[src/rtl/urv_fetch_buffer_pkg.sv]
// Shared types and constants for the uRV instruction-fetch front end.
// No logic; holds the fetch entry layout, depth and reset address default.
// Imported by the fetch buffer top and its prefetch FIFO.
package urv_fetch_buffer_pkg;

    localparam logic [31:0] URV_RESET_VECTOR = 32'h0000_0000;
    localparam int          URV_FETCH_DEPTH  = 2;

    typedef logic [1:0] fcnt_t;

    typedef struct packed {
        logic [31:0] pc;
        logic [31:0] ir;
    } fetch_entry_t;

    // Force an address onto a word boundary.
    function automatic logic [31:0] word_align(input logic [31:0] a);
        return {a[31:2], 2'b00};
    endfunction

endpackage

[src/rtl/urv_fetch_buffer_if.sv]
// Bus bundle between fetch front end, instruction memory, decode and execute.
// Pure wiring, no latency.
// master = fetch buffer side, slave = environment (memory/decode/execute).
interface urv_fetch_buffer_if;

    logic        f_stall_i;
    logic        x_bra_i;
    logic [31:0] x_bra_target_i;
    logic [31:0] im_addr_o;
    logic        im_rd_o;
    logic [31:0] im_data_i;
    logic        im_valid_i;
    logic [31:0] f_ir_o;
    logic [31:0] f_pc_o;
    logic        f_valid_o;

    modport master (
        input  f_stall_i, x_bra_i, x_bra_target_i, im_data_i, im_valid_i,
        output im_addr_o, im_rd_o, f_ir_o, f_pc_o, f_valid_o
    );

    modport slave (
        output f_stall_i, x_bra_i, x_bra_target_i, im_data_i, im_valid_i,
        input  im_addr_o, im_rd_o, f_ir_o, f_pc_o, f_valid_o
    );

endinterface

[src/rtl/urv_fetch_buffer_fifo.sv]
// Two-entry {pc, ir} prefetch FIFO with synchronous flush.
// Head is visible combinationally; push lands one cycle later.
// Push on full is ignored unless popping the same cycle; pop on empty is ignored.
module urv_fetch_fifo
    import urv_fetch_buffer_pkg::*;
(
    input  logic         clk_i,
    input  logic         rst_i,
    input  logic         push,
    input  logic         pop,
    input  logic         flush,
    input  fetch_entry_t wdata,
    output fetch_entry_t rdata,
    output logic         full,
    output logic         empty,
    output fcnt_t        count
);

    fetch_entry_t mem [2];
    logic         wr_ptr;
    logic         rd_ptr;
    logic         do_push;
    logic         do_pop;

    assign empty   = (count == 2'd0);
    assign full    = (count == 2'(URV_FETCH_DEPTH));
    assign do_pop  = pop && !empty;
    assign do_push = push && (!full || do_pop);
    assign rdata   = mem[rd_ptr];

    // Pointer and occupancy tracking; flush wins over everything else.
    always_ff @(posedge clk_i or posedge rst_i) begin
        if (rst_i) begin
            wr_ptr <= 1'b0;
            rd_ptr <= 1'b0;
            count  <= 2'd0;
        end else if (flush) begin
            wr_ptr <= 1'b0;
            rd_ptr <= 1'b0;
            count  <= 2'd0;
        end else begin
            if (do_push) wr_ptr <= ~wr_ptr;
            if (do_pop)  rd_ptr <= ~rd_ptr;
            count <= count + 2'(do_push) - 2'(do_pop);
        end
    end

    // Storage write; contents are don't-care while the entry is not counted.
    always_ff @(posedge clk_i) begin
        if (do_push && !flush) mem[wr_ptr] <= wdata;
    end

endmodule

[src/rtl/urv_fetch_buffer.sv]
// Fetch front end: sequential word reads, 2-deep prefetch, PC-tagged output register.
// Latency: request at N, 1-cycle memory returns at N+1, f_valid_o at N+2 (bypass path).
// Backpressure: f_stall_i holds outputs; credits (outst + cnt < 2) throttle im_rd_o.
module urv_fetch_buffer
    import urv_fetch_buffer_pkg::*;
#(
    parameter logic [31:0] RESET_VECTOR = URV_RESET_VECTOR
) (
    input  logic                  clk_i,
    input  logic                  rst_i,
    urv_fetch_buffer_if.master    bus
);

    logic [31:0]  fpc;
    logic [31:0]  rpc;
    fcnt_t        outst;
    fcnt_t        drop;
    fcnt_t        cnt;
    fcnt_t        inflight;

    logic         issue;
    logic         accept;
    logic         load_head;
    logic         bypass;
    logic         fifo_push;
    logic         fifo_pop;
    logic         fifo_full;
    logic         fifo_empty;
    fetch_entry_t fifo_head;
    fetch_entry_t resp;

    logic [31:0]  out_pc;
    logic [31:0]  out_ir;
    logic         out_valid;

    // Each outstanding request owns a FIFO slot, so responses never overflow.
    assign inflight  = outst + cnt;
    assign issue     = !rst_i && !bus.x_bra_i && (inflight < 2'(URV_FETCH_DEPTH));
    // A response arriving with a redirect, or while stale returns remain, is discarded.
    assign accept    = bus.im_valid_i && (drop == 2'd0) && !bus.x_bra_i;
    assign load_head = !bus.f_stall_i && !fifo_empty && !bus.x_bra_i;
    assign bypass    = !bus.f_stall_i && fifo_empty && accept;
    assign fifo_push = accept && !bypass;
    assign fifo_pop  = load_head;
    assign resp      = '{pc: rpc, ir: bus.im_data_i};

    assign bus.im_rd_o   = issue;
    assign bus.im_addr_o = fpc;
    assign bus.f_pc_o    = out_pc;
    assign bus.f_ir_o    = out_ir;
    assign bus.f_valid_o = out_valid;

    urv_fetch_fifo u_fifo (
        .clk_i (clk_i),
        .rst_i (rst_i),
        .push  (fifo_push),
        .pop   (fifo_pop),
        .flush (bus.x_bra_i),
        .wdata (resp),
        .rdata (fifo_head),
        .full  (fifo_full),
        .empty (fifo_empty),
        .count (cnt)
    );

    // Request/response address tracking, credit count and stale-return bookkeeping.
    always_ff @(posedge clk_i or posedge rst_i) begin
        if (rst_i) begin
            fpc   <= RESET_VECTOR;
            rpc   <= RESET_VECTOR;
            outst <= 2'd0;
            drop  <= 2'd0;
        end else begin
            outst <= outst + 2'(issue) - 2'(bus.im_valid_i);
            if (bus.x_bra_i) begin
                fpc  <= word_align(bus.x_bra_target_i);
                rpc  <= word_align(bus.x_bra_target_i);
                drop <= outst - 2'(bus.im_valid_i);
            end else begin
                if (issue)  fpc <= fpc + 32'd4;
                if (accept) rpc <= rpc + 32'd4;
                if (bus.im_valid_i && (drop != 2'd0)) drop <= drop - 2'd1;
            end
        end
    end

    // Decode-facing register: FIFO head first, else bypass, held under stall.
    always_ff @(posedge clk_i or posedge rst_i) begin
        if (rst_i) begin
            out_pc    <= 32'd0;
            out_ir    <= 32'd0;
            out_valid <= 1'b0;
        end else if (bus.x_bra_i) begin
            out_valid <= 1'b0;
        end else if (!bus.f_stall_i) begin
            if (!fifo_empty) begin
                out_pc    <= fifo_head.pc;
                out_ir    <= fifo_head.ir;
                out_valid <= 1'b1;
            end else if (accept) begin
                out_pc    <= rpc;
                out_ir    <= bus.im_data_i;
                out_valid <= 1'b1;
            end else begin
                out_valid <= 1'b0;
            end
        end
    end

endmodule

[src/flat_wrapper.sv]
// flat-port wrapper written by rule: the top's interface ports become plain ports
module urv_fetch_buffer_flat import urv_fetch_buffer_pkg::*;
#(
    parameter logic [31:0] RESET_VECTOR = URV_RESET_VECTOR
)
  (clk_i, rst_i, bus_f_stall_i, bus_x_bra_i, bus_x_bra_target_i, bus_im_data_i, bus_im_valid_i, bus_im_addr_o, bus_im_rd_o, bus_f_ir_o, bus_f_pc_o, bus_f_valid_o);
  urv_fetch_buffer_if bus_i ();
  input  logic clk_i;
  input  logic rst_i;
  input wire logic [$bits(bus_i.f_stall_i)-1:0] bus_f_stall_i;
  input wire logic [$bits(bus_i.x_bra_i)-1:0] bus_x_bra_i;
  input wire logic [$bits(bus_i.x_bra_target_i)-1:0] bus_x_bra_target_i;
  input wire logic [$bits(bus_i.im_data_i)-1:0] bus_im_data_i;
  input wire logic [$bits(bus_i.im_valid_i)-1:0] bus_im_valid_i;
  output wire logic [$bits(bus_i.im_addr_o)-1:0] bus_im_addr_o;
  output wire logic [$bits(bus_i.im_rd_o)-1:0] bus_im_rd_o;
  output wire logic [$bits(bus_i.f_ir_o)-1:0] bus_f_ir_o;
  output wire logic [$bits(bus_i.f_pc_o)-1:0] bus_f_pc_o;
  output wire logic [$bits(bus_i.f_valid_o)-1:0] bus_f_valid_o;
  assign bus_i.f_stall_i = bus_f_stall_i;
  assign bus_i.x_bra_i = bus_x_bra_i;
  assign bus_i.x_bra_target_i = bus_x_bra_target_i;
  assign bus_i.im_data_i = bus_im_data_i;
  assign bus_i.im_valid_i = bus_im_valid_i;
  assign bus_im_addr_o = bus_i.im_addr_o;
  assign bus_im_rd_o = bus_i.im_rd_o;
  assign bus_f_ir_o = bus_i.f_ir_o;
  assign bus_f_pc_o = bus_i.f_pc_o;
  assign bus_f_valid_o = bus_i.f_valid_o;
  urv_fetch_buffer #(.RESET_VECTOR(RESET_VECTOR)) u_core (.clk_i(clk_i), .rst_i(rst_i), .bus(bus_i));
endmodule
[config.mk]
export PLATFORM = sky130hd
export DESIGN_NAME = urv_fetch_buffer_flat
export DESIGN_NICKNAME = d
export VERILOG_FILES = /design/src/rtl/urv_fetch_buffer_pkg.sv /design/src/rtl/urv_fetch_buffer_if.sv /design/src/rtl/urv_fetch_buffer_fifo.sv /design/src/rtl/urv_fetch_buffer.sv /design/src/flat_wrapper.sv
export SDC_FILE = /design/constraint.sdc
export NUM_CORES = 1
export LEC_CHECK = 0
export BUFFER_PORTS_ARGS = -buffer_cell sky130_fd_sc_hd__buf_2
export CAP_MARGIN = 20
export CORE_MARGIN = 5
export CORE_UTILIZATION = 40
export CTS_CLUSTER_DIAMETER = 80
export DETAILED_ROUTE_END_ITERATION = 10
export GPL_ROUTABILITY_DRIVEN = 0
export GPL_TIMING_DRIVEN = 1
export PLACE_DENSITY = 0.62
export SYNTH_ARGS = -nofsm -noshare
export SYNTH_HDL_FRONTEND = slang
export SYNTH_HIERARCHICAL = 1
export SYNTH_SLANG_ARGS = --single-unit
[constraint.sdc]
create_clock -name clk_i -period 14.69 [get_ports clk_i]
set_clock_uncertainty 0.1 [all_clocks]
set_input_delay 0 -clock clk_i [delete_from_list [all_inputs] [get_ports clk_i]]
set_output_delay 0 -clock clk_i [all_outputs]
set_load 0.05 [all_outputs]
# == Yosys cells after proc, flatten, opt, wreduce, memory -nomap -nowiden ==
# Memories as Yosys holds them, arrays and structs flattened.
# Cells that the tools add are included.
# classes
n_mux,21
order_cmp,1
add_sub_neg,9
bitwise,4
n_eq_ne,3
reduce_logical,29
# ops
op,n
$mux 32,8
$add 32x3->32 const B,2
$logic_and 1x1->1,13
$reduce_bool 2->1,6
$mux 1,10
$logic_not 1->1,6
$mux 2,3
$sub 2x1->2,3
$add 2x1->2,2
$logic_not 2->1,2
$ne 2x1->1 const B,2
$not 1->1,4
$reduce_and 3->1,1
$add 2x2->2,1
$eq 2x2->1 const B,1
$lt 2x2->1 const B,1
$sub 2x1->2 const B,1
$logic_or 1x1->1,1
# totals
reg_bits,137
mem_count,1
out_inout_bits,98
in_bits,69
ram_bits,128
# mem_list
memory,depth,width,read_ports,rd_clocked_by_memory_dff,write_ports,line_no,source
u_core.u_fifo.mem,2,64,1,0,1,urv_fetch_buffer_fifo.sv:19,fetch_entry_t mem [2];

# == Longest topological paths before layout ==
# depth
word_depth,10
mapped_depth,11

# == Hierarchy ==
# The synthesis kept the hierarchy.
# by_module_without_submodules
module,n_inst,seq_area_each_um2,cells_each,area_per_inst_um2
urv_fetch_buffer,1,3228.1,648,6625.1
urv_fetch_fifo,1,3943.8,227,4863.4

# == Worst setup path after synthesis ==
# Ideal clock, no wire load.
# synth_timing
path_kind,reg-to-reg
startpoint,register u_core.u_fifo.count[1]
endpoint,memory u_core/u_fifo/mem[1][0] (netlist name) (enable)
n_path_buf,3
slack_ns,7.601
t_required_ns,14.011
t_arrival_ns,6.410
synth_period_minus_slack_ns,7.089
stages_incl_launch_ff,9
path_cell_list,dfrtp_1 nor2_1 clkbuf_1 buf_2 buf_1 nor2b_1 nor3_1 o21ai_1 nor3b_1
# synth_via
elab_cells_between_ends,16
classes_between,eq/ne: 1; mux: 2; reduce/logical: 13
# synth_lines
item,line_no,source
start: declaration,urv_fetch_buffer_fifo.sv:16,output fcnt_t count
start signal: assignment,urv_fetch_buffer_fifo.sv:44,count <= count + 2'(do_push) - 2'(do_pop);
$logic_not 2->1,urv_fetch_buffer_fifo.sv:25,assign empty = (count == 2'd0);
via u_core.fifo_empty,urv_fetch_buffer.sv:28,logic fifo_empty;
$logic_and 1x1->1 (2 in a row),urv_fetch_buffer.sv:42,assign bypass = !bus.f_stall_i && fifo_empty && accept;
$logic_not 1->1,urv_fetch_buffer.sv:43,assign fifo_push = accept && !bypass;
$logic_and 1x1->1,urv_fetch_buffer.sv:43,
via u_core.fifo_push,urv_fetch_buffer.sv:25,logic fifo_push;
$logic_and 1x1->1,urv_fetch_buffer_fifo.sv:28,assign do_push = push && (!full || do_pop);
$logic_and 1x1->1,urv_fetch_buffer_fifo.sv:50,if (do_push && !flush) mem[wr_ptr] <= wdata;
$mux 1,urv_fetch_buffer_fifo.sv:50,
$mux 1 (implied by the code),urv_fetch_buffer_fifo.sv:50,
end: declaration,urv_fetch_buffer_fifo.sv:19,
# The timed path passes the listed nets, and every way through them passes these cells.

# == Worst setup path after layout ==
# layout_timing
startpoint,register u_core.u_fifo.count[1]
endpoint,memory u_core/u_fifo/mem[1][7] (netlist name) (enable)
# layout_via
elab_chain_cells,10
elab_cells_between_ends,16
classes_between,eq/ne: 1; mux: 2; reduce/logical: 13
# layout_rtl
item,line_no,source
$logic_not 2->1,urv_fetch_buffer_fifo.sv:25,
via u_core.fifo_empty,urv_fetch_buffer.sv:28,
$logic_not 1->1,urv_fetch_buffer.sv:41,assign load_head = !bus.f_stall_i && !fifo_empty && !bus.x_bra_i;
$logic_and 1x1->1 (2 in a row),urv_fetch_buffer.sv:41,
via u_core.fifo_pop,urv_fetch_buffer.sv:26,logic fifo_pop;
$logic_and 1x1->1,urv_fetch_buffer_fifo.sv:27,assign do_pop = pop && !empty;
$logic_or 1x1->1,urv_fetch_buffer_fifo.sv:28,
$logic_and 1x1->1,urv_fetch_buffer_fifo.sv:28,
$logic_and 1x1->1,urv_fetch_buffer_fifo.sv:50,
$mux 1,urv_fetch_buffer_fifo.sv:50,
$mux 1 (implied by the code),urv_fetch_buffer_fifo.sv:50,
# The timed path passes the listed nets, and every way through them passes these cells.

==> flow_metrics.py <==
metrics = {
    "run_status": {
        "status": "complete, no violations",
    },
    "floorplan": {
        "die_x_um": 179.4,
        "ios": 167,
        "coreArea_um2": 28550,
        "die_h_um": 179.4,
        "die-area_um2": 32200,
        "num_rows": 62,
        "start_util_pct": 40.23,
    },
    "timing": {
        "fmax_mhz": 279.0,
        "rsz0062_at_grt": "no",
        "slew_violations": 0,
        "fin_ws_ns": 11.11,
        "period_share_pct": 24.40,
        "tightest_slew_ns": 1.025,
        "hold_slack_ns": 0.07376,
        "relSlewSlack_pct": 30.70,
        "period_minus_slack_ns": 3.585,
        "setup_viol": 0,
        "fin_setup_tns_ns": 0,
        "finalHoldViolations": 0,
    },
    "synth": {
        "ys.warnings.count": 6,
        "postSynthAreaPerCell_um2": 13.14,
        "synth_cells": 874,
        "syn_area_um2": 11480,
    },
    "routing": {
        "initialDrtViolationCount": 416,
        "via_count": 7605,
        "wl_um": 26100,
        "drc": 0,
        "ant_nets": 0,
        "wl_per_cell_um": 17.25,
        "routed_via_density": 5.026,
        "dr.pass1.iters": 4,
    },
    "final_layout": {
        "diodes": 0,
        "ff_latch_area_um2": 7173,
        "multi_input_area_um2": 4116,
        "layout.cells.non_filler": 1513,
        "drive_gt1_share_pct": 24.18,
        "area_growth_pct": 24.71,
        "fillCellCount": 2570,
        "nNetsFinal": 1182,
    },
    "cts": {
        "worstSkewPairLatency_ns": 0.53,
        "clockBufferDepth": 3,
        "clock_sinks": 261,
        "htreeDepth": 1,
        "cts_tree": "built",
        "clockRootBuffer": "clkbuf_16",
        "cts_made_buffers": 28,
        "cts.clk_slew.worst_paths_ns": 0.06,
        "cts_setup_buffers": 0,
    },
    "critical_path": {
        "critPathMaxFanout": 47,
        "critPathLaunchType": "flop",
        "critPathArrivalTime_ns": 3.68,
        "critPathKind": "flop to flop",
        "required_ns": 14.78,
        "cp-end-kind": "flop",
    },
    "grt": {
        "antenna_found_initial": 0,
        "grt_pass1_wl_um": 42660,
        "top_usage_layer": "met2",
        "grt_max_degree": 128,
        "use_met3_pct": 2.850,
        "grt.met1_usage_pct": 23.16,
        "grt_pass1_vias": 7836,
        "grt_usage_pct": 15.86,
        "grt_use_met2_pct": 25.30,
        "grt.overflow.total": 0,
    },
    "placed_design": {
        "place_ws_ns": 10.95,
        "port_buffers": 162,
        "hpwlAfterDp_um": 16490,
        "place_inst": 1392,
    },
    "power": {
        "p_leak_nw": 6.154,
        "p_per_area_nw_per_um2": 163.5,
        "ir_worst_vdd_mv": 0.07070,
        "finalPower_w": 0.002342,
    },
    "job": {
        "maxCapViolations": 0,
    },
    "worst_hold_path": {
        "hold_class": "input port to asynchronous set/reset pin",
    },
}
registers in the layout, summed over array words and instances (netlist names), 2 cells and up:
name and count:
u_core/rpc 30, u_core/drop 2, u_core/bus.f_pc_o 32, u_core/bus.f_ir_o 32
u_core/outst 2, u_core/bus.im_addr_o 30, u_core/u_fifo/count 2, u_core/u_fifo/mem 128
placed cells by master (no fill, tap or decap), types with 10 or more instances in the layout:
cell type and instances:
buf_2 163, dfrtp_1 132, edfxtp_1 128, nand2_1 90, o21ai_0 69, dlygate4sd3_1 68, mux2i_1 66, mux2_1 57
mux2_2 46, xnor2_1 36, clkbuf_16 29, nand3_1 25, nor2_1 25, nand4_1 18, xor2_1 17, inv_1 11
a21oi_1 10, and3_1 10
metrics by stage:
stage | cell area [um^2] | util [%]
final | 14320 | 50.17
after detailed placement | 12710 | 44.51
after global placement | 12700 | 44.50
after global routing | 14320 | 50.17
after floorplan | 11500 | -
after CTS | 14300 | 50.07
worst max-delay path, stage by stage (launching register included):
cell	delay, ns
dfrtp_1	0.48
nor2_4	0.75
buf_4	0.80
nor3_1	0.24
o21ai_1	0.36
nor3b_2	0.09
buf_4	0.36
cell type report:
| cell class | count | share of cell area, % |
|---|---|---|
| flip-flops and latches | 261 | 50.08 |
| multi-input cells | 562 | 28.74 |
| repair buffers | 241 | 11.11 |
| clock buffers | 47 | 6.168 |
| well taps | 384 | 3.355 |
| inverters | 13 | 0.3756 |
| clock inverters | 5 | 0.1660 |
power by group:
group	internal [W]	total [W]	switching [W]
clock network	0.000406	0.000680	0.000274
logic	0.000179	0.000692	0.000512
registers	0.000887	0.000970	0.0000834
total	0.00147	0.00234	0.000870
worst paths after layout:
check	slack (ns)	endpoint	startpoint	cells past startpoint
setup / recovery	11.11	u_core/u_fifo/mem[1][7]	u_core/u_fifo/count[1]	6
hold / removal	0.07	u_core/bus.im_addr_o[10]	rst_i	3
setup reg to reg	11.11	u_core/u_fifo/mem[1][7]	u_core/u_fifo/count[1]	6
hold reg to reg	0.37	u_core/bus.f_pc_o[24]	u_core/bus.f_pc_o[24]	2
max in group asynchronous	13.07	u_core/bus.f_ir_o[4]	rst_i	4
min in group clk_i	0.11	u_core/u_fifo/mem[0][24]	bus_im_data_i[24]	2
metal layers:
metal,wire (um),vias up
li1,-,3648
met1,12590,3746
met2,12030,187
met3,1189,24
met4,286,0
met5,0,-
repair_timing:
action / 4_1_cts / 5_1_grt
hold buffers: 68 / 0
endpoints found under the hold margin: 234 / 0
resized for setup: 0 / 0
(Power assumes the default switching activity.)
